==> src/rtl/clk_sched_pkg.sv <==
// Shared defaults and channel index names for the divider-channel scheduler.
package clk_sched_pkg;

   localparam int CNT_W_DEF    = 24;
   localparam int DEF_HALF_DEF = 1;

   // Channel assignment on the board: display scan, audio serial clock, key scan.
   localparam int CH_SEG   = 0;
   localparam int CH_AUDIO = 1;
   localparam int CH_KEY   = 2;

endpackage

==> src/rtl/clk_sched_channel.sv <==
// One divider channel: half-period counter, 50% output clock, rising-edge tick,
// and a shadow config that is applied only at a period boundary (or at once
// when the channel is idle) so the output never produces a runt pulse.
module clk_sched_channel
   import clk_sched_pkg::*;
#(
   parameter int CNT_W    = CNT_W_DEF,
   parameter int DEF_HALF = DEF_HALF_DEF
) (
   input  logic             clkin,
   input  logic             rst,
   input  logic             load,
   input  logic [CNT_W-1:0] half,
   input  logic             en,
   output logic             ch_clk,
   output logic             ch_tick,
   output logic             pending
);

   logic [CNT_W-1:0] half_q;
   logic             en_q;
   logic [CNT_W-1:0] cnt_q;
   logic [CNT_W-1:0] sh_half;
   logic             sh_en;
   logic             wrap;
   logic             apply;

   // Compare one bit wider so a half of 2^CNT_W-1 still terminates.
   assign wrap  = ({1'b0, cnt_q} + (CNT_W+1)'(1)) == {1'b0, half_q};

   // Idle channels take new config immediately; running ones wait for the 1->0 edge.
   assign apply = pending && (!en_q || (ch_clk && wrap));

   // Counter, output clock, tick and shadow/pending bookkeeping.
   always_ff @(posedge clkin) begin
      if (rst) begin
         half_q  <= CNT_W'(DEF_HALF);
         en_q    <= 1'b1;
         cnt_q   <= '0;
         sh_half <= CNT_W'(DEF_HALF);
         sh_en   <= 1'b1;
         ch_clk  <= 1'b0;
         ch_tick <= 1'b0;
         pending <= 1'b0;
      end else begin
         ch_tick <= 1'b0;
         if (en_q) begin
            if (wrap) begin
               cnt_q   <= '0;
               ch_clk  <= ~ch_clk;
               ch_tick <= ~ch_clk;
            end else begin
               cnt_q <= cnt_q + CNT_W'(1);
            end
         end
         if (apply) begin
            half_q  <= sh_half;
            en_q    <= sh_en;
            cnt_q   <= '0;
            pending <= 1'b0;
         end
         // The top only strobes load while pending is clear, so it never meets apply.
         if (load) begin
            sh_half <= (half == '0) ? CNT_W'(1) : half;
            sh_en   <= en;
            pending <= 1'b1;
         end
      end
   end

endmodule

==> src/rtl/clk_div_scheduler.sv <==
// Bank of independent divider channels behind a single valid/ready config port.
// A request to a channel with a config still pending is stalled; out-of-range
// channel indices are consumed without effect.
module clk_div_scheduler
   import clk_sched_pkg::*;
#(
   parameter int NUM_CH   = 3,
   parameter int CNT_W    = CNT_W_DEF,
   parameter int DEF_HALF = DEF_HALF_DEF,
   parameter int CH_W     = (NUM_CH > 1) ? $clog2(NUM_CH) : 1
) (
   input  logic              clkin,
   input  logic              rst,
   input  logic              cfg_valid,
   output logic              cfg_ready,
   input  logic [CH_W-1:0]   cfg_ch,
   input  logic [CNT_W-1:0]  cfg_half,
   input  logic              cfg_en,
   output logic [NUM_CH-1:0] ch_clk,
   output logic [NUM_CH-1:0] ch_tick,
   output logic [NUM_CH-1:0] pending
);

   logic [NUM_CH-1:0] ch_sel;
   logic [NUM_CH-1:0] ch_load;

   // One-hot channel decode; an index past the bank selects nothing.
   always_comb begin
      ch_sel = '0;
      for (int i = 0; i < NUM_CH; i++) begin
         ch_sel[i] = (cfg_ch == CH_W'(i));
      end
   end

   assign cfg_ready = ~|(ch_sel & pending);
   assign ch_load   = ch_sel & {NUM_CH{cfg_valid & cfg_ready}};

   for (genvar g = 0; g < NUM_CH; g++) begin : g_ch
      clk_sched_channel #(
         .CNT_W    (CNT_W),
         .DEF_HALF (DEF_HALF)
      ) u_ch (
         .clkin   (clkin),
         .rst     (rst),
         .load    (ch_load[g]),
         .half    (cfg_half),
         .en      (cfg_en),
         .ch_clk  (ch_clk[g]),
         .ch_tick (ch_tick[g]),
         .pending (pending[g])
      );
   end

endmodule

==> config.mk <==
export PLATFORM = sky130hd
export DESIGN_NAME = clk_div_scheduler
export DESIGN_NICKNAME = d
export VERILOG_FILES = /design/src/rtl/clk_sched_pkg.sv /design/src/rtl/clk_sched_channel.sv /design/src/rtl/clk_div_scheduler.sv
export SDC_FILE = /design/constraint.sdc
export NUM_CORES = 1
export LEC_CHECK = 0
export CAP_MARGIN = 20
export CORE_MARGIN = 5
export CORE_UTILIZATION = 39
export CTS_CLUSTER_DIAMETER = 200
export DETAILED_ROUTE_END_ITERATION = 7
export PLACE_DENSITY = 0.67
export SLEW_MARGIN = 15
export SYNTH_ARGS = -nofsm -noshare
export SYNTH_HDL_FRONTEND = slang
export SYNTH_SLANG_ARGS = --single-unit
==> constraint.sdc <==
create_clock -name clkin -period 4.7 [get_ports clkin]
set_input_delay 0.94 -clock clkin [delete_from_list [all_inputs] [get_ports clkin]]
set_output_delay 0.94 -clock clkin [all_outputs]
set_load 0.01 [all_outputs]
==> flow_summary.yaml <==
worst_setup_path:
  crit_path_cell_trace: "ha_1 > nand4_1 > nor4_2 > nand2_1 > xnor2_1 > nand4b_1 > nor4_1 > a211o_1 > nor2_1"
  cp-start-kind: "register"
  path_class: "register to register"
  cpLargestDelayFamily: "simple AND/OR/NAND/NOR gates"
  crit_path_top_delay_cell: "nor4_1"
  cp.arrival_ps: 4210
  crit_buf_inv: 0
  required_ps: 5100
  slowest_delay_ps: 660
  crit_fanout: 18
  worst_setup_path_end_kind: "register"
synthesis:
  yosysTopAreaCellShare: 0.377
  netlist-cell-type-count: 83
  synthMuxAreaShare: 0.0441
  yosys.area.top_type: "dfxtp_1"
  synth_area_leaders: "dfxtp_1 (38%), nand2_1 (7.2%), xnor2_1 (5.6%)"
  synthCells: 1532
  synth_top_family_by_area: "simple AND/OR/NAND/NOR gates"
  synth_fa_ha_area_frac: 0.00306
  ys.flop_type: "dfxtp_1"
  synth-simple-area-share: 0.287
  synth_edf_count: 0
  synth_area_um2: 12300
  yosysMostFrequentCell: "nand2_1"
  avgSynthCellArea_um2: 8.02
  synthArstFlopShare: 0
  ys_seq_area_frac: 0.377
  synth_fp_nets: 1565
  synth-compound-area-share: 0.137
  synthXorXnorAreaFrac: 0.102
  yosys-top-cells-count: "nand2_1 (237), dfxtp_1 (231), nor2_1 (166), a21oi_1 (89), xnor2_1 (79)"
  synth_seq_cells: 231
  yosysWarnings: 0
routing:
  routed_wl_mm: 31.9
  viasPerCell: 5.67
  drc: 0
  detail_route.first_pass.iterations: 5
  ant_nets: 0
  via_count: 10801
  drt_iter0_drc: 984
  post_drt_wl_per_cell_um: 16.8
clock_network:
  holdBufCountCts: 0
  cts_made_buffers: 25
  postCtsSetupBuffers: 0
  path_clk_slew_ps: 60
  clock_path_buffers: 3
  clock-root-buffer: "clkbuf_16"
  cts_resized: 0
  tritoncts: "yes"
  insertion_delay_ps: 540
  htree_num_levels: 1
  cts.sinks: 231
layout:
  finish.utilization: 0.436
  fin_nets: 1518
  nFillCells: 3102
  diodes: 0
  stdcell_area_um2: 13600
  drive_above_1_share: 0.0526
  areaGrowthSynthToFinish_pct: 11.1
floorplan:
  row_count: 65
  num_io_pins: 40
  die_h_um: 187
  start_util: 0.392
  dieWidth_um: 187
  die_area_um2: 35100
  fp.coreArea_um2: 31300
power_and_ir_drop:
  intPower_mw: 3.60
  power_frac_clock: 0.428
  power.leakage_nw: 4.73
  pwr_density_cell_nw_per_um2: 360
  power_frac_comb: 0.136
  power_frac_seq: 0.436
  swShare: 0.268
  switching_power_mw: 1.32
  ir_worst_vdd_v: 0.000279
timing:
  hold_viol_final: 0
  fmax_mhz: 262
  relSlewSlack: 0.263
  tightestPinTransition_ps: 1110
  slew_viol_final: 0
  holdWs_ps: 454
  finalCritPeriodShare: 0.811
  fin_skew_ps: 9.64
  finalSetupViolCount: 0
  setup_ws_ps: 887
  finalCriticalPeriod_ps: 3810
  rsz0062_at_grt: "false"
  setup-tns-final_ps: 0
run_status:
  status: "finished, final reports clean"
placed_design:
  io_buffers: 39
  gp_congestion: 0.938
  postPlaceCellArea_um2: 12700
  dp_slack_ps: 581
  dp_hpwl_mm: 22.2
grt:
  grt_pass1_vias: 9960
  grt_pass1_wl_mm: 52.0
  track_usage: 0.174
  antenna_found_initial: 0
  overflow: 0
  grt_max_degree: 72
hold_path:
  hold_class: "register to register"
job:
  drv_cap: 0
==> power groups by stage <==
stage	Clock, mW	Sequential, mW	Combinational, mW
3_5_place_dp	0	2.18	0.660
5_1_grt	2.22	2.15	0.722
2_1_floorplan	0	2.14	0.503
6_report	2.10	2.14	0.667
4_1_cts	2.14	2.14	0.664
3_3_place_gp	0	2.18	0.654
==> routing by layer <==
layer  up-vias  share of wire  GRT usage
li1       5337              -          -
met2       278           0.46      0.282
met1      5128           0.47      0.246
met3        58          0.048     0.0209
met4         0          0.025     0.0455
met5         -              0          0
==> worst reg2reg max path, delay by kind of cell, from the launching register on <==
kind	cells	cell delay [ps]
XOR/XNOR	1	260
flip-flops	1	500
adder cells (fa/ha/maj)	1	340
AO/OA/AOI/OAI	1	570
AND/OR/NAND/NOR	6	2010
==> final cells by class <==
type	instances	area (µm²)	area share
Multi-Input combinational cell	1161	7090	0.520
Sequential cell	231	4620	0.339
Clock buffer	31	698	0.0512
Tap cell	402	503	0.0369
Timing Repair Buffer	51	485	0.0356
Clock inverter	13	185	0.0136
Inverter	15	56.3	0.00413
==> cells by family after synthesis <==
group | after synthesis
buffers and inverters | 140
multiplexers | 54
adder cells (fa/ha/maj) | 3
AO/OA/AOI/OAI | 248
flip-flops | 231
AND/OR/NAND/NOR | 713
XOR/XNOR | 143
==> registers in the layout, indices dropped and copies added (netlist names) <==
name and flops:
g_ch.u_ch.cnt_q 72, g_ch.u_ch.half_q 72, g_ch.u_ch.sh_half 72, g_ch.u_ch.ch_clk 3, g_ch.u_ch.ch_tick 3, g_ch.u_ch.en_q 3, g_ch.u_ch.pending 3, g_ch.u_ch.sh_en 3
==> cells in the final DEF, fill, tap and decap left out, drive strengths merged, types with 4 or more instances in the layout <==
cell type	n
nand2	237
dfxtp	231
nor2	167
a21oi	89
xnor2	79
xor2	64
nand4	56
nand3	55
mux2i	53
and3	39
clkdlybuf4s50	38
a31oi	34
nor3	31
clkbuf	31
o311ai	28
o21ai	25
nor4	24
and4	17
or3	16
inv	16
buf	13
and2	11
nor2b	10
nor3b	9
nand4b	6
nand3b	6
a211oi	6
o22ai	6
o211ai	6
clkinv	6
and4b	4
nand2b	4
and3b	4
o21a	4
bufinv	4
nand4bb	4
or2	4
a2111oi	4
==> worst paths after layout <==
check,startpoint,end,slack [ps],cells after the start
max reg2reg,g_ch[2].u_ch.cnt_q[0]$_SDFFE_PP0P_,g_ch[2].u_ch.cnt_q[9]$_SDFFE_PP0P_,890,9
min,g_ch[1].u_ch.sh_half[15]$_SDFFE_PP0P_,g_ch[1].u_ch.sh_half[15]$_SDFFE_PP0P_,450,2
max,g_ch[2].u_ch.cnt_q[0]$_SDFFE_PP0P_,g_ch[2].u_ch.cnt_q[9]$_SDFFE_PP0P_,890,9
min reg2reg,g_ch[1].u_ch.sh_half[15]$_SDFFE_PP0P_,g_ch[1].u_ch.sh_half[15]$_SDFFE_PP0P_,450,2
==> metrics by stage <==
step	power (mW)	cells
2_1_floorplan	2.64	1532
3_3_place_gp	2.84	1859
3_5_place_dp	2.84	1859
4_1_cts	4.95	1903
5_1_grt	5.10	1904
6_report	4.91	1904
Note: power is estimated with default switching activity, not from simulation.
